<file path="config.mk">
export PLATFORM = sky130hd
export DESIGN_NAME = quad_decoder
export DESIGN_NICKNAME = d
export VERILOG_FILES = /design/src/rtl/quad_pkg.sv /design/src/rtl/quad_input_filter.sv /design/src/rtl/quad_decoder.sv
export SDC_FILE = /design/constraint.sdc
export NUM_CORES = 1
export LEC_CHECK = 0
export CORE_MARGIN = 1
export CORE_UTILIZATION = 30
export DETAILED_ROUTE_END_ITERATION = 12
export PLACE_DENSITY = 0.59
export RECOVER_POWER = 100
export SETUP_SLACK_MARGIN = 0.4
export SLEW_MARGIN = 20
export SYNTH_ARGS = -nofsm -noshare
export SYNTH_HDL_FRONTEND = slang
export SYNTH_SLANG_ARGS = --single-unit
</file>
<file path="constraint.sdc">
create_clock -name clk -period 8.3 [get_ports clk]
set_clock_uncertainty 0.15 [all_clocks]
set_input_delay 1.66 -clock clk [delete_from_list [all_inputs] [get_ports clk]]
set_output_delay 1.66 -clock clk [all_outputs]
set_load 0.02 [all_outputs]
</file>
<file path="src/rtl/quad_pkg.sv">
// Shared types and phase-decode helpers for the quadrature decoder.
package quad_pkg;

  typedef enum logic [1:0] {
    QUAD_X1 = 2'd0,
    QUAD_X2 = 2'd1,
    QUAD_X4 = 2'd2
  } quad_mode_e;

  typedef logic [1:0] quad_phase_t;  // {A, B}

  typedef enum logic [1:0] {
    NONE    = 2'd0,
    UP      = 2'd1,
    DOWN    = 2'd2,
    ILLEGAL = 2'd3
  } quad_step_e;

  // Successor of a phase in the up direction: 00 -> 10 -> 11 -> 01 -> 00.
  function automatic quad_phase_t quad_next_up(input quad_phase_t p);
    quad_phase_t n;
    case (p)
      2'b00:   n = 2'b10;
      2'b10:   n = 2'b11;
      2'b11:   n = 2'b01;
      default: n = 2'b00;
    endcase
    return n;
  endfunction

  // Classify the move from the previous phase to the current one.
  function automatic quad_step_e quad_decode(input quad_phase_t p, input quad_phase_t s);
    quad_step_e r;
    if (s == p)                    r = NONE;
    else if ((s ^ p) == 2'b11)     r = ILLEGAL;
    else if (s == quad_next_up(p)) r = UP;
    else                           r = DOWN;
    return r;
  endfunction

  // Resolution gate: does this legal transition count in the given mode.
  function automatic logic quad_counts(input quad_mode_e m, input quad_phase_t p,
                                       input quad_phase_t s);
    logic r;
    case (m)
      QUAD_X1: r = ((p == 2'b01) && (s == 2'b00)) || ((p == 2'b00) && (s == 2'b01));
      QUAD_X2: r = (p[1] != s[1]);
      default: r = 1'b1;
    endcase
    return r;
  endfunction

endpackage

</file>
<file path="src/rtl/quad_input_filter.sv">
// Synchroniser chain plus stability filter for one asynchronous encoder line.
// The filtered output is always registered, so a change reaches filt_o
// FILT_LEN + 1 cycles after it first appears at the synchroniser output.
module quad_input_filter #(
  parameter int unsigned SYNC_STAGES = 2,
  parameter int unsigned FILT_LEN    = 4
) (
  input  logic clk,
  input  logic nrst,
  input  logic raw_i,
  output logic filt_o
);

  logic [SYNC_STAGES-1:0] sync_q;
  logic                   synced_c;
  logic                   filt_q;
  logic                   filt_d;

  // Metastability chain
  always_ff @(posedge clk) begin
    if (!nrst) sync_q <= '0;
    else       sync_q <= {sync_q[SYNC_STAGES-2:0], raw_i};
  end

  assign synced_c = sync_q[SYNC_STAGES-1];

  generate
    if (FILT_LEN == 0) begin : g_bypass
      assign filt_d = synced_c;
    end else begin : g_filter
      localparam int unsigned CW = $clog2(FILT_LEN + 1);
      logic [CW-1:0] run_q;
      logic [CW-1:0] run_d;

      // Run-length of disagreement; any reversion restarts the run
      always_comb begin
        run_d  = run_q;
        filt_d = filt_q;
        if (synced_c == filt_q) begin
          run_d = '0;
        end else if (run_q == CW'(FILT_LEN)) begin
          filt_d = synced_c;
          run_d  = '0;
        end else begin
          run_d = run_q + CW'(1);
        end
      end

      // Run counter register
      always_ff @(posedge clk) begin
        if (!nrst) run_q <= '0;
        else       run_q <= run_d;
      end
    end
  endgenerate

  // Filtered output register
  always_ff @(posedge clk) begin
    if (!nrst) filt_q <= 1'b0;
    else       filt_q <= filt_d;
  end

  assign filt_o = filt_q;

endmodule

</file>
<file path="src/rtl/quad_decoder.sv">
// Quadrature encoder decoder: deglitched A/B phase decode in X1/X2/X4
// resolution with a wrapping position counter, direction, step pulse and
// sticky illegal-transition flag.
// Optional index support is enabled by defining QUAD_INDEX_EN.
module quad_decoder
  import quad_pkg::*;
#(
  parameter int unsigned CNT_W       = 22,
  parameter int unsigned SYNC_STAGES = 2,
  parameter int unsigned FILT_LEN    = 4
) (
  input  logic             clk,
  input  logic             nrst,
  input  logic             quad_a,
  input  logic             quad_b,
  input  logic             quad_z,
  input  logic [1:0]       mode,
  input  logic             clear,
  input  logic             err_clr,
  input  logic             idx_zero,
  input  logic             idx_ack,
  output logic [CNT_W-1:0] count,
  output logic             dir,
  output logic             step,
  output logic             err,
  output logic [CNT_W-1:0] index_pos,
  output logic             index_valid
);

  logic             a_f;
  logic             b_f;
  quad_phase_t      phase_c;
  quad_phase_t      prev_q, prev_d;
  logic             primed_q;
  logic [1:0]       mode_q;
  quad_mode_e       mode_e;
  quad_step_e       dec_c;
  logic [CNT_W-1:0] count_q, count_d;
  logic             dir_q, dir_d;
  logic             step_q, step_d;
  logic             err_q, err_d;
  logic             idx_zero_c;

  quad_input_filter #(.SYNC_STAGES(SYNC_STAGES), .FILT_LEN(FILT_LEN)) u_filt_a (
    .clk(clk), .nrst(nrst), .raw_i(quad_a), .filt_o(a_f)
  );

  quad_input_filter #(.SYNC_STAGES(SYNC_STAGES), .FILT_LEN(FILT_LEN)) u_filt_b (
    .clk(clk), .nrst(nrst), .raw_i(quad_b), .filt_o(b_f)
  );

  assign phase_c = {a_f, b_f};
  assign dec_c   = quad_decode(prev_q, phase_c);
  assign mode_e  = (mode_q == 2'd3) ? QUAD_X4 : quad_mode_e'(mode_q);

`ifdef QUAD_INDEX_EN
  logic             z_f;
  logic             z_prev_q;
  logic             z_rise_c;
  logic [CNT_W-1:0] index_pos_q;
  logic             index_valid_q;

  quad_input_filter #(.SYNC_STAGES(SYNC_STAGES), .FILT_LEN(FILT_LEN)) u_filt_z (
    .clk(clk), .nrst(nrst), .raw_i(quad_z), .filt_o(z_f)
  );

  assign z_rise_c   = z_f & ~z_prev_q;
  assign idx_zero_c = z_rise_c & idx_zero;

  // Index capture of the pre-update count; a capture beats a same-cycle ack
  always_ff @(posedge clk) begin
    if (!nrst) begin
      z_prev_q      <= 1'b0;
      index_pos_q   <= '0;
      index_valid_q <= 1'b0;
    end else begin
      z_prev_q <= z_f;
      if (z_rise_c) begin
        index_pos_q   <= count_q;
        index_valid_q <= 1'b1;
      end else if (idx_ack) begin
        index_valid_q <= 1'b0;
      end
    end
  end

  assign index_pos   = index_pos_q;
  assign index_valid = index_valid_q;
`else
  logic unused_index_inputs;
  assign unused_index_inputs = &{1'b0, quad_z, idx_zero, idx_ack};
  assign idx_zero_c  = 1'b0;
  assign index_pos   = '0;
  assign index_valid = 1'b0;
`endif

  // Next-state: priming, step decode, then index-zero and clear overrides
  always_comb begin
    prev_d  = phase_c;
    count_d = count_q;
    dir_d   = dir_q;
    step_d  = 1'b0;
    err_d   = err_q & ~err_clr;
    if (primed_q) begin
      if (dec_c == ILLEGAL) begin
        err_d = 1'b1;
      end else if ((dec_c != NONE) && quad_counts(mode_e, prev_q, phase_c)) begin
        count_d = (dec_c == UP) ? count_q + CNT_W'(1) : count_q - CNT_W'(1);
        dir_d   = (dec_c == UP);
        step_d  = 1'b1;
      end
    end
    if (clear || idx_zero_c) begin
      count_d = '0;
      dir_d   = dir_q;
      step_d  = 1'b0;
    end
  end

  // State registers; the first cycle after reset only loads prev
  always_ff @(posedge clk) begin
    if (!nrst) begin
      prev_q   <= 2'b00;
      primed_q <= 1'b0;
      mode_q   <= 2'd0;
      count_q  <= '0;
      dir_q    <= 1'b0;
      step_q   <= 1'b0;
      err_q    <= 1'b0;
    end else begin
      prev_q   <= prev_d;
      primed_q <= 1'b1;
      mode_q   <= mode;
      count_q  <= count_d;
      dir_q    <= dir_d;
      step_q   <= step_d;
      err_q    <= err_d;
    end
  end

  assign count = count_q;
  assign dir   = dir_q;
  assign step  = step_q;
  assign err   = err_q;

endmodule
</file>
# Yosys cells after proc, flatten, opt, wreduce, memory -nomap -nowiden
# Cells that the tools add are included.
[classes]
n_bitwise = 9
n_reduce_logical = 16
add_sub_neg = 4
mux = 15
n_eq_ne = 16
[ops]
columns = ["cell", "n"]
rows = [
  ["22-bit by 1-bit adder with 22-bit output, second input constant", 1],
  ["22-bit two-way mux", 1],
  ["22-bit by 1-bit subtractor with 22-bit output, second input constant", 1],
  ["2-bit two-way mux", 6],
  ["2-bit equality test, second input constant", 5],
  ["2-bit by 1-bit equality test with 1-bit output, second input constant", 4],
  ["1-bit inverter", 7],
  ["3-bit by 1-bit adder with 3-bit output, second input constant", 2],
  ["3-bit equality test, second input constant", 2],
  ["2-bit zero test", 3],
  ["1-bit two-way mux", 6],
  ["2-bit case mux with 3 select lines", 1],
  ["3-bit OR reduction", 2],
  ["2-bit equality test", 2],
  ["2-bit AND reduction", 2],
  ["4-bit AND reduction", 1],
  ["4-bit OR reduction", 1],
  ["1-bit logical AND", 3],
  ["3-bit AND reduction", 1],
  ["1-bit equality test", 2],
  ["1-bit case mux with 2 select lines", 1],
  ["2-bit nonzero test", 1],
  ["2-bit OR reduction", 1],
  ["2-bit bitwise XOR", 1],
  ["3 further kinds", 3],
]
[word_totals]
regBits = 42
out_inout_bits = 48

# Logic depth before layout (Yosys ltp)
# Gate-level depths: netlist of run 1.
[depth]
ltp_word = 13
depth_mapped = 12

# By module
# Synthesis of run 1 repeated with hierarchy kept, for this count alone.
[hier_totals]
hier_cells = 345
area_unflattened_um2 = 2849.0
[modules_own_cells]
columns = ["mod", "seq_area_each_um2", "area_per_inst_um2", "cells_each", "n_inst"]
rows = [
  ["quad_decoder", 600.6, 2346.0, 299, 1],
  ["quad_input_filter", 120.1, 251.5, 23, 2],
]

# Worst setup path after synthesis of run 1
# OpenSTA, ideal clock, no wires.
[synth_path]
path_type = "register to register"
startpoint = "reg u_filt_a.filt_q, in the netlist u_filt_a.filt_o"
endpoint = "reg count_q[16], in the netlist count[16]"
t_required_ns = 8.019
setup_slack_ns = 5.129
arrival_time_ns = 2.889
period_less_slack_ns = 3.171
path_stages_with_launch = 12
cell_sequence = "dfxtp_1 -> buf_2 -> xor2_1 -> nand2_1 -> ha_1 -> nor2b_1 -> o21a_1 -> o21a_1 -> o41a_1 -> a221oi_2 -> or4_1 -> o211ai_1"
[synth_between]
elab_chain_len = 8
elab_cells_between_ends = 23
cone_classes = "eq/ne (7); mux (7); bitwise (2); reduce/logical (7)"
[synth_rtl]
columns = ["item", "line_no", "source"]
rows = [
  ["start, declared", "quad_input_filter.sv:16", "logic filt_q;"],
  ["start signal, assigned", "quad_input_filter.sv:60", "else filt_q <= filt_d;"],
  ["2-bit by 1-bit equality test with 1-bit output or 2-bit zero test (tied branches)", "quad_pkg.sv:46", "QUAD_X1: r = ((p == 2'b01) && (s == 2'b00)) || ((p == 2'b00) && (s == 2'b01));"],
  ["1-bit logical AND", "quad_pkg.sv:46", ""],
  ["1-bit logical OR", "quad_pkg.sv:46", ""],
  ["1-bit case mux with 2 select lines", "quad_pkg.sv:45", "case (m)"],
  ["1-bit two-way mux", "quad_decoder.sv:105", "if (dec_c == ILLEGAL) begin"],
  ["1-bit two-way mux", "quad_decoder.sv:104", "if (primed_q) begin"],
  ["1-bit logical AND", "quad_decoder.sv:107", "end else if ((dec_c != NONE) && quad_counts(mode_e, prev_q, phase_c)) begin"],
  ["3-bit AND reduction (no source line)", "--", ""],
  ["end signal, assigned", "quad_decoder.sv:134", "count_q <= count_d;"],
  ["end, declared", "quad_decoder.sv:38", "logic [CNT_W-1:0] count_q, count_d;"],
]
# Parallel ways exist; a longest one is shown, timed or not. The select of a mux whose other input is x is not followed.
# A chain may end at the register's enable or synchronous reset.

# Worst setup path in the final report of run 1
[layout_path]
startpoint = "in nrst"
endpoint = "reg count_q[16], in the netlist count[16]"
[layout_between]
elab_chain_len = 2
[layout_rtl]
columns = ["item", "line_no", "source"]
rows = [
  ["start, declared", "quad_decoder.sv:13", "input logic nrst,"],
  ["1-bit inverter (no source line)", "--", ""],
  ["2-bit OR reduction (no source line)", "--", ""],
]
# No other way between the ends.

==> run_results.csv, run 1 <==
group,metric,value,unit
setup_path,cp_buf_inv_count,2,
power,power.static_leakage,1.55,nW
logic_synthesis,synth.lib_cells_used.distinct,56,
setup_path,critical_path.max_stage_delay,0.82,ns
route,drc,0,
logic_synthesis,synth.ff_latch_count,42,
setup_path,worstReg2RegStart,"u_filt_a.filt_o$_SDFFE_PN0P_",
logic_synthesis,synth-warning-count,0,
clock_network,post_cts.repair.setup_buffers,0,
layout,fin_area,3350,um2
setup_path,r2r_setup_slack,4.17,ns
setup_path,setup.worst_path.start_class,"input port",
logic_synthesis,synthArstFlopShare,0,%
global_route,met2_capacity_usage_during_global_routing,23.0,%
hold_path,hp-class,"flop to flop",
layout,finalNonFillerCells,519,
route,route.vias.total,2537,
setup_path,worst_setup_path_end_kind,"flop",
setup_path,timing.critical_path.from,"nrst",
sta,rsz0062_at_grt,"no",
layout,area_of_the_multi_input_gates,1870,um2
floorplanning,core_area,9370,um2
flow_run,timing.max_cap.violations,0,
route,drt-initial-drc-count,76,
layout,synth_to_final_area_change,14.1,%
setup_path,critical_path.slowest_cell,"sky130_fd_sc_hd__dlygate4sd3_1",
clock_network,clk_pin_slew_worst_paths,0.10,ns
logic_synthesis,synth_cells,364,
clock_network,cts.sinks,42,
floorplanning,core.rowCount,35,
clock_network,cts_tree,"built",
logic_synthesis,part_of_the_yosys_area_used_for_sequential_elements,28.6,%
run_status,outcome,"finished, final reports clean",
power,power_density,109,nW/um2
global_route,grt_antenna_before_repair,0,
floorplanning,die-area,10200,um2
layout,n_fill_cell,1026,
global_route,global_route.peak_usage_layer,"met2",
placed_design,gp_congestion,0.839,
global_route,use_met3,3.54,%
setup_path,crit_chain,"dlygate4sd3_1, nor2b_1, clkbuf_1, nand2_1, or4_1, o211ai_1",
global_route,met1_demand_to_capacity_share_in_global_routing,17.4,%
global_route,grt_pass1_vias,2410,
clock_network,clkLatencyLatePin,0.30,ns
global_route,grt_remaining_overflow,0,
logic_synthesis,synthesis.area,2940,um2
sta,period_minus_slack,4.42,ns
layout,antennaDiodeCount,0,
setup_path,path_delay_family,"buffers and inverters",
route,drt_pass1_iterations,4,
sta,worstMarginPinSlew,0.957,ns
floorplanning,dieWidth,101,um
hold_path,worst_hold_startpoint,"u_filt_b.sync_q[0]$_SDFF_PN0_",
global_route,grt_start_max_net_pins,26,
sta,final.hold.worst_slack,0.292,ns
clock_network,numCtsBuffers,5,
placed_design,io_buffer_count,32,
floorplanning,design.portCount,59,
clock_network,post_cts.resized_instances,0,
global_route,grt_usage,13.5,%
placed_design,post_dp_cell_area,3270,um2
placed_design,dp_hpwl,4770,um
clock_network,cts_max_path_bufs,2,
sta,achievable-frequency,226,MHz
route,number_of_routed_nets_with_antenna_violations,0,
setup_path,worst_setup_path_endpoint,"count[16]$_SDFFE_PP0P_",
logic_synthesis,syn-mean-instance-area,8.07,um2
route,route.detailed.wl_per_inst,12.4,um
sta,maxSlewViolCount,0,
sta,max-slew-margin-rel,36.0,%
setup_path,worst_reg2reg_path_endpoint,"count[16]$_SDFFE_PP0P_",
layout,final_net_count,426,
sta,fin_crit_sh,53.2,%
sta,setup_violations,0,
layout,seqCellArea,841,um2
setup_path,crit_fanout,18,
floorplanning,initial_utilization,31.3,%
global_route,grt_pass1_wl,11100,um
logic_synthesis,synth_ff_type,"sky130_fd_sc_hd__dfxtp_1",
setup_path,critical_path_cell_count,6,
power,peakVddDrop,67.4,uV
setup_path,rr_worst_depth,10,
setup_path,setup.worst_path.class,"input port to flop",
logic_synthesis,number_of_synthesized_flops_with_an_enable_pin,0,
sta,hold_viol_final,0,
setup_path,arrival,4.49,ns
layout,final_layout_size_suffix_gt1_share,3.59,%
clock_network,postCtsHoldBufs,0,
clock_network,htree_levels,2,
floorplanning,die_h,101,um
sta,finalSetupTns,0,ns
clock_network,clock-root-buffer,"sky130_fd_sc_hd__clkbuf_8",
route,route.final.wire_length,6450,um
route,avgViaCountPerCell,4.89,
setup_path,crit_required,8.37,ns
placed_design,place.detailed.instances,510,
-- flip-flops by register name, indices dropped and copies added (netlist names) --
signal,flops
count,22
u_filt_a.g_filter.run_q,3
u_filt_b.g_filter.run_q,3
mode_q,2
prev_q,2
u_filt_a.sync_q,2
u_filt_b.sync_q,2
dir,1
err,1
primed_q,1
step,1
u_filt_a.filt_o,1
u_filt_b.filt_o,1
-- how the worst min path moves through the flow --
| stage | depth (start not counted) | to | slack, ns |
|---|---|---|---|
| after floorplan | 1 | u_filt_a.sync_q[1]$_SDFF_PN0_ | 0.26 |
| after global placement | 1 | u_filt_a.sync_q[1]$_SDFF_PN0_ | 0.27 |
| after detailed placement | 1 | u_filt_a.sync_q[1]$_SDFF_PN0_ | 0.27 |
| after CTS | 1 | u_filt_a.sync_q[1]$_SDFF_PN0_ | 0.29 |
| after global routing | 1 | u_filt_b.sync_q[1]$_SDFF_PN0_ | 0.32 |
| final | 1 | u_filt_b.sync_q[1]$_SDFF_PN0_ | 0.29 |
-- routing by layer --
metal	wire length, um	part of all wire [%]
met1	3180	49
met2	2910	45
met3	327	5.1
met4	32	0.50
met5	0	0
-- cells by family after synthesis --
logic type	count (synthesis)	synth area share [%]
AND/OR/NAND/NOR	138	23.7
buffers and inverters	51	10.0
other	1	0.128
XOR/XNOR	11	3.53
adder cells (fa/ha/maj)	26	11.3
multiplexers	5	1.70
AO/OA/AOI/OAI	90	21.0
flip-flops	42	28.6
-- power by group --
part           total (mW)  switching (mW)  internal, mW
Sequential          0.204         0.00103         0.203
Combinational      0.0197          0.0147       0.00495
Clock               0.141          0.0807        0.0603
Total               0.365          0.0964         0.269
-- worst register-to-register path: stages, from the launching register on --
cell                       delay [ns]
sky130_fd_sc_hd__dfxtp_1         0.49
sky130_fd_sc_hd__xor2_1          0.17
sky130_fd_sc_hd__nand2_1         0.59
sky130_fd_sc_hd__ha_1            0.61
sky130_fd_sc_hd__nor2b_1         0.16
sky130_fd_sc_hd__o21a_1          0.18
sky130_fd_sc_hd__o21a_1          0.21
sky130_fd_sc_hd__o41a_1          0.37
sky130_fd_sc_hd__a221oi_1        0.76
sky130_fd_sc_hd__or4_1           0.22
sky130_fd_sc_hd__o211ai_1        0.08
-- layout by cell type, fill, tap and decap left out, types with 3 or more instances in the layout --
cell type / count
sky130_fd_sc_hd__clkbuf_8: 5
sky130_fd_sc_hd__a21oi_1: 27
sky130_fd_sc_hd__and2_1: 8
sky130_fd_sc_hd__xor2_1: 5
sky130_fd_sc_hd__o21a_1: 8
sky130_fd_sc_hd__or3_1: 7
sky130_fd_sc_hd__and3_1: 4
sky130_fd_sc_hd__conb_1: 23
sky130_fd_sc_hd__or4_1: 4
sky130_fd_sc_hd__nand4_1: 5
sky130_fd_sc_hd__nor3_1: 8
sky130_fd_sc_hd__nand3_1: 23
sky130_fd_sc_hd__clkdlybuf4s50_1: 6
sky130_fd_sc_hd__and2_0: 5
sky130_fd_sc_hd__a211oi_1: 3
sky130_fd_sc_hd__nand2_1: 30
sky130_fd_sc_hd__mux2i_1: 5
sky130_fd_sc_hd__xnor2_1: 5
sky130_fd_sc_hd__ha_1: 25
sky130_fd_sc_hd__dfxtp_1: 42
sky130_fd_sc_hd__a31oi_1: 4
sky130_fd_sc_hd__inv_1: 12
sky130_fd_sc_hd__o21ai_0: 9
sky130_fd_sc_hd__dlygate4sd3_1: 26
sky130_fd_sc_hd__nor2b_1: 7
sky130_fd_sc_hd__o211ai_1: 4
sky130_fd_sc_hd__a21boi_0: 4
sky130_fd_sc_hd__nor2_1: 30
sky130_fd_sc_hd__a21o_1: 10
-- area by class of cell --
| type | count | share of cell area (%) |
|---|---|---|
| tap | 129 | 4.82 |
| timing repair buffer | 35 | 10.1 |
| clock inverter | 3 | 0.709 |
| sequential | 42 | 25.1 |
| inverter | 12 | 1.34 |
| clock buffer | 5 | 2.05 |
| multi-input combinational | 293 | 55.9 |
-- stage by stage --
| stage | utilization [%] | total power [mW] | setup WS (ns) |
|---|---|---|---|
| 6_report | 35.8 | 0.365 | 3.88 |
| 5_1_grt | 35.8 | 0.383 | 3.67 |
| 4_1_cts | 35.9 | 0.371 | 4.38 |
| 3_5_place_dp | 34.9 | 0.229 | 4.09 |
| 3_3_place_gp | 34.9 | 0.229 | 4.18 |
| 2_1_floorplan | - | 0.232 | 5.13 |
-- cells in the mapped netlist, drive strengths merged (2+ instances only) --
library cell  instances  area share (%)
dfxtp                42              29
nor2b                 7             1.5
o21ai                10             1.7
a311o                 2            0.68
nor4                  2            0.43
buf                  31             7.5
o21bai                2            0.51
mux2i                 5             1.7
a21boi                4             1.0
nand4                 5             1.1
o2111ai               2            0.60
o31a                  2            0.60
a21oi                27             4.6
o31ai                 2            0.51
nand3                24             4.3
nand2                30             4.1
or3                   7             1.5
clkbuf                8             1.0
and2                 13             2.8
a31oi                 4            0.85
nor2                 30             3.8
inv                  12             1.5
o21a                  8             2.0
and3                  4            0.85
xor2                  6             2.0
nor3                  8             1.4
ha                   25              11
o311ai                2            0.60
a221oi                2            0.81
or4                   4             1.0
a21o                 10             2.6
xnor2                 5             1.5
o211ai                4             1.0
a211oi                3            0.77
No activity file was read; power rests on OpenSTA's default activity.
==> run 2, diff against run 1 <==
==> constraint.sdc (replaced) <==
create_clock -name clk -period 4.59 [get_ports clk]
set_clock_uncertainty 0.15 [all_clocks]
set_input_delay 0.918 -clock clk [delete_from_list [all_inputs] [get_ports clk]]
set_output_delay 0.918 -clock clk [all_outputs]
set_load 0.02 [all_outputs]
==> run 2 against run 1 <==
Effect of this change: hold slack about the same; critical path depth grew 6; wire length grew 2.8%; register-to-register slack got worse by 3.5 ns; die area unchanged; non-clock buffer count up 2; global-route usage is 0.43 points higher; sequential power is 81% higher; sequential share of layout area fell by 0.14 points; total power up 85%; utilization up 0.20 points; cell count grew 0.39%; critical path type is now flop to flop; largest cell class unchanged; highest routed layer unchanged.
==> run_results.csv, run 2 (synthesis results as in run 1) <==
group,metric,value,unit
run_status,outcome,"finished, final reports clean",
layout,final_net_count,428,
setup_path,critical_path.slowest_cell,"sky130_fd_sc_hd__clkbuf_1",
global_route,grt_usage,14.0,%
power,internal_power,491,uW
setup_path,setup.worst_path.class,"flop to flop",
setup_path,setup.worst_path.start_class,"flop",
floorplanning,core.rowCount,35,
hold_path,hp-class,"flop to flop",
sta,final.hold.worst_slack,0.293,ns
setup_path,cp_buf_inv_count,2,
clock_network,cts.sinks,42,
route,met1Wirelength,3390,um
route,maxUsedRoutingLayer,"met4",
global_route,grt_antenna_before_repair,0,
layout,final_layout_size_suffix_gt1_share,4.08,%
power,power.net_switching,183,uW
floorplanning,die_h,101,um
layout,layout.cells.most_common_list,"42 x sky130_fd_sc_hd__dfxtp_1, 30 x sky130_fd_sc_hd__nand2_1, 30 x sky130_fd_sc_hd__nor2_1, 27 x sky130_fd_sc_hd__a21oi_1, 26 x sky130_fd_sc_hd__dlygate4sd3_1",
flow_run,timing.max_cap.violations,0,
clock_network,cts_max_path_bufs,2,
power,power.static_leakage,1.56,nW
layout,most_frequent_standard_cell_in_the_layout_excluding_fill_and_tap_cells,"sky130_fd_sc_hd__dfxtp_1",
sta,setup_violations,0,
route,avgViaCountPerCell,4.97,
clock_network,htree_levels,2,
setup_path,cpMostUsedCell,"sky130_fd_sc_hd__o21a_1",
power,swShare,27.2,%
route,met3WireLength,261,um
placed_design,gp_congestion,0.833,
route,number_of_routed_nets_with_antenna_violations,0,
sta,worstMarginPinSlew,0.845,ns
clock_network,clk_pin_slew_worst_paths,0.09,ns
clock_network,cts_tree,"built",
global_route,grt_remaining_overflow,0,
placed_design,dp_hpwl,4890,um
sta,achievable-frequency,256,MHz
route,drt_pass1_iterations,4,
power,power_density,200,nW/um2
layout,synth_to_final_area_change,14.7,%
floorplanning,initial_utilization,31.3,%
floorplanning,core_area,9370,um2
clock_network,post_cts.repair.setup_buffers,0,
sta,max-slew-margin-rel,43.7,%
floorplanning,die-area,10200,um2
route,route.vias.total,2591,
power,pwr-share-seq,54.8,%
placed_design,io_buffer_count,32,
setup_path,crit_required,4.68,ns
global_route,grt_pass1_wl,11400,um
clock_network,clkLatencyLatePin,0.31,ns
setup_path,crit_chain,"xor2_1, nand2_1, clkbuf_1, inv_1, fa_1, nor2b_1, o21a_1, o21a_1, o211ai_1, and3_1, or4_1, nand3_1",
floorplanning,design.portCount,59,
route,drt-initial-drc-count,159,
sta,maxSlewViolCount,0,
sta,hold_viol_final,0,
route,drc,0,
power,comb_power_share,5.4,%
power,clock_power_share,39.8,%
floorplanning,dieWidth,101,um
route,route.final.wire_length,6630,um
setup_path,path_delay_family,"simple AND/OR/NAND/NOR gates",
clock_network,post_cts.resized_instances,0,
setup_path,critical_path.max_stage_delay,0.58,ns
layout,n_fill_cell,993,
layout,largest_reg_flops,22,
sta,fin_crit_sh,85.1,%
sta,rsz0062_at_grt,"no",
global_route,grt_pass1_vias,2401,
clock_network,postCtsHoldBufs,0,
setup_path,worst_setup_path_end_kind,"flop",
setup_path,arrival,4.00,ns
route,met2_length,2950,um
sta,period_minus_slack,3.91,ns
power,peakVddDrop,95.7,uV
setup_path,crit_fanout,13,
clock_network,clock-root-buffer,"sky130_fd_sc_hd__clkbuf_8",
route,route.detailed.wl_per_inst,12.7,um
layout,antennaDiodeCount,0,
global_route,grt_start_max_net_pins,19,
sta,finalSetupTns,0,ns
clock_network,numCtsBuffers,5,
run 2: cell types whose count changed in the layout (fill, tap and decap cells not counted), sizes merged:
cell      previous run  this run
buf                  1         2
clkbuf               7         8
inv                 13        14
clkinv               0         1
clkinvlp             2         0
run 2: worst paths after layout:
check / from / to / slack, ns / depth (start not counted)
setup / recovery: u_filt_a.filt_o$_SDFFE_PN0P_ / count[14]$_SDFFE_PP0P_ / 0.68 / 12
setup reg to reg: u_filt_a.filt_o$_SDFFE_PN0P_ / count[14]$_SDFFE_PP0P_ / 0.68 / 12
hold / removal: u_filt_a.sync_q[0]$_SDFF_PN0_ / u_filt_a.sync_q[1]$_SDFF_PN0_ / 0.29 / 1
hold reg to reg: u_filt_a.sync_q[0]$_SDFF_PN0_ / u_filt_a.sync_q[1]$_SDFF_PN0_ / 0.29 / 1
run 2: power groups by stage:
| stage | logic, mW | registers, mW | clock network (mW) |
|---|---|---|---|
| after global placement | 0.0368 | 0.378 | 0 |
| after floorplan | 0.0415 | 0.378 | 0 |
| after detailed placement | 0.0371 | 0.378 | 0 |
| after global routing | 0.0408 | 0.370 | 0.296 |
| final | 0.0365 | 0.370 | 0.269 |
| after CTS | 0.0372 | 0.370 | 0.280 |
run 2: through the flow:
| step | std cells | setup slack [ns] | power [mW] | cell area (um2) | utilization (%) |
|---|---|---|---|---|---|
| 2_1_floorplan | 386 | 1.42 | 0.419 | 3020 | - |
| 3_3_place_gp | 512 | 1.09 | 0.415 | 3280 | 35.0 |
| 3_5_place_dp | 512 | 1.05 | 0.415 | 3280 | 35.0 |
| 4_1_cts | 520 | 0.998 | 0.687 | 3380 | 36.1 |
| 5_1_grt | 521 | 0.394 | 0.707 | 3370 | 36.0 |
| 6_report | 521 | 0.684 | 0.675 | 3370 | 36.0 |
run 2: cell type report:
cell class / instances / area (um2) / area share (%)
clock buffer: 5 / 68.8 / 2.04
clock inverter: 3 / 28.8 / 0.854
inverter: 12 / 45.0 / 1.34
multi-input combinational: 293 / 1880 / 55.7
sequential: 42 / 841 / 25.0
tap: 129 / 161 / 4.79
timing repair buffer: 37 / 347 / 10.3
run 2: worst register-to-register path: stages, from the launching register on:
cell and delay, ns:
sky130_fd_sc_hd__dfxtp_1 0.48, sky130_fd_sc_hd__xor2_1 0.11, sky130_fd_sc_hd__nand2_1 0.40, sky130_fd_sc_hd__clkbuf_1 0.58
sky130_fd_sc_hd__inv_1 0.21, sky130_fd_sc_hd__fa_1 0.43, sky130_fd_sc_hd__nor2b_1 0.17, sky130_fd_sc_hd__o21a_1 0.16
sky130_fd_sc_hd__o21a_1 0.19, sky130_fd_sc_hd__o211ai_1 0.09, sky130_fd_sc_hd__and3_1 0.25, sky130_fd_sc_hd__or4_1 0.53
sky130_fd_sc_hd__nand3_1 0.09
run 2: layer usage:
metal  vias to the layer above  track usage (%)
li1                       1313                -
met1                      1213             19.4
met2                        63             22.8
met3                         2             2.57
met4                         0             2.34
met5                         -                0
==> run 3, diff against run 2 <==
--- a/config.mk
+++ b/config.mk
@@ -6,9 +6,9 @@
 export NUM_CORES = 1
 export LEC_CHECK = 0
 export CORE_MARGIN = 1
-export CORE_UTILIZATION = 30
+export CORE_UTILIZATION = 40
 export DETAILED_ROUTE_END_ITERATION = 12
-export PLACE_DENSITY = 0.59
+export PLACE_DENSITY = 0.73
 export RECOVER_POWER = 100
 export SETUP_SLACK_MARGIN = 0.4
 export SLEW_MARGIN = 20
==> run 3 against run 2 <==
Effect of this change: clock power is 2% lower; global-route usage is 3.2 points higher; count of clock-buffer cells in the layout is the same; wire length is 6.9% lower; sequential power barely moved; total power shrank 1.0%; utilization is 12 points higher; maximum frequency rose by 4.5%.
==> run_results.csv, run 3 (synthesis results as in run 1) <==
group,metric,value,unit
setup_path,crit_chain,"xor2_1, nand2_1, buf_4, inv_1, fa_1, nor2b_1, o21a_1, o21a_1, o41a_1, a221oi_1, or4_1, o211ai_1",
floorplanning,die_h,87.7,um
setup_path,critical_path_cell_count,12,
placed_design,io_buffer_count,32,
route,route.vias.total,2589,
route,route.final.wire_length,6170,um
setup_path,crit_required,4.60,ns
layout,largest_reg_flops,22,
placed_design,gp_congestion,0.917,
global_route,grt_pass1_wl,10600,um
placed_design,place.detailed.instances,478,
floorplanning,die-area,7690,um2
floorplanning,initial_utilization,42.3,%
clock_network,numCtsBuffers,5,
global_route,grt_antenna_before_repair,0,
floorplanning,core.rowCount,30,
route,drt-initial-drc-count,181,
layout,most_frequent_standard_cell_in_the_layout_excluding_fill_and_tap_cells,"sky130_fd_sc_hd__dfxtp_1",
sta,achievable-frequency,267,MHz
floorplanning,dieWidth,87.7,um
sta,max-slew-margin-rel,31.1,%
sta,finalSetupTns,0,ns
layout,antennaDiodeCount,0,
layout,final_layout_size_suffix_gt1_share,3.59,%
run_status,outcome,"finished, final reports clean",
layout,layout.cells.most_common_list,"42 x sky130_fd_sc_hd__dfxtp_1, 30 x sky130_fd_sc_hd__nand2_1, 30 x sky130_fd_sc_hd__nor2_1, 27 x sky130_fd_sc_hd__a21oi_1, 26 x sky130_fd_sc_hd__dlygate4sd3_1",
layout,n_fill_cell,683,
floorplanning,design.portCount,59,
layout,final_net_count,426,
power,peakVddDrop,135,uV
clock_network,post_cts.resized_instances,0,
route,avgViaCountPerCell,5.33,
setup_path,setup.worst_path.start_class,"flop",
hold_path,hp-class,"flop to flop",
clock_network,cts_max_path_bufs,2,
flow_run,timing.max_cap.violations,0,
setup_path,crit_fanout,14,
clock_network,htree_levels,2,
floorplanning,core_area,6940,um2
clock_network,post_cts.repair.setup_buffers,0,
setup_path,arrival,3.75,ns
route,route.detailed.wl_per_inst,12.7,um
clock_network,cts_tree,"built",
setup_path,path_delay_family,"compound AO/OA/AOI/OAI gates",
power,power.static_leakage,1.55,nW
hold_path,timing.hold.worst_path_depth,1,
clock_network,postCtsHoldBufs,0,
setup_path,cp_buf_inv_count,2,
power,power_density,202,nW/um2
sta,period_minus_slack,3.74,ns
sta,hold_viol_final,0,
sta,setup_violations,0,
setup_path,worst_setup_path_end_kind,"flop",
clock_network,clk_pin_slew_worst_paths,0.09,ns
placed_design,dp_hpwl,4570,um
setup_path,cpMostUsedCell,"sky130_fd_sc_hd__o21a_1",
route,drt_pass1_iterations,4,
layout,synth_to_final_area_change,12.7,%
sta,maxSlewViolCount,0,
sta,fin_crit_sh,81.5,%
clock_network,clock-root-buffer,"sky130_fd_sc_hd__clkbuf_8",
setup_path,critical_path.slowest_cell,"sky130_fd_sc_hd__a221oi_1",
global_route,grt_usage,17.2,%
setup_path,setup.worst_path.class,"flop to flop",
clock_network,cts.sinks,42,
sta,worstMarginPinSlew,1.03,ns
clock_network,clkLatencyLatePin,0.30,ns
layout,finalNonFillerCells,486,
setup_path,r2r_setup_slack,0.85,ns
global_route,grt_remaining_overflow,0,
sta,rsz0062_at_grt,"no",
global_route,grt_start_max_net_pins,21,
setup_path,rr_worst_depth,12,
route,drc,0,
setup_path,critical_path.max_stage_delay,0.68,ns
route,number_of_routed_nets_with_antenna_violations,0,
global_route,grt_pass1_vias,2359,
run 3: cell types whose count changed in the layout (fill, tap and decap cells not counted), sizes merged:
cell / previous run / this run
clkbuf: 8 / 7
buf: 2 / 1
run 3: through the flow:
stage	hold WS [ns]	total power, mW	setup slack, ns	instance area, um2	utilization (%)
2_1_floorplan	0.262	0.419	1.42	3020	-
3_3_place_gp	0.265	0.413	1.17	3230	46.6
3_5_place_dp	0.268	0.414	1.09	3230	46.6
4_1_cts	0.292	0.681	1.06	3330	48.0
5_1_grt	0.304	0.699	0.548	3310	47.7
6_report	0.290	0.668	0.851	3310	47.7
run 3: where the power goes:
group / switching, mW / total [mW] / internal [mW]
sequential: 0.00178 / 0.369 / 0.368
combinational: 0.0265 / 0.0354 / 0.00892
clock: 0.149 / 0.263 / 0.114
run 3: layer usage:
layer | global-route usage, % | part of all wire, %
met1 | 21.7 | 46
met2 | 28.9 | 47
met3 | 3.49 | 5.8
met4 | 6.56 | 1.1
met5 | 0 | 0
run 3: path summary, 6_finish.rpt:
path                                                    start                       endpoint
worst min register to register  u_filt_a.sync_q[0]$_SDFF_PN0_  u_filt_a.sync_q[1]$_SDFF_PN0_
worst max-delay path             u_filt_a.filt_o$_SDFFE_PN0P_         count[16]$_SDFFE_PP0P_
worst max register to register   u_filt_a.filt_o$_SDFFE_PN0P_         count[16]$_SDFFE_PP0P_
worst min-delay path            u_filt_a.sync_q[0]$_SDFF_PN0_  u_filt_a.sync_q[1]$_SDFF_PN0_
run 3: area by class of cell:
| type | count | area (um2) | area share (%) |
|---|---|---|---|
| Clock buffer | 5 | 68.8 | 2.08 |
| Multi-Input combinational cell | 293 | 1870 | 56.5 |
| Sequential cell | 42 | 841 | 25.4 |
| Inverter | 12 | 45.0 | 1.36 |
| Clock inverter | 3 | 28.8 | 0.869 |
| Timing Repair Buffer | 35 | 335 | 10.1 |
| Tap cell | 96 | 120 | 3.63 |
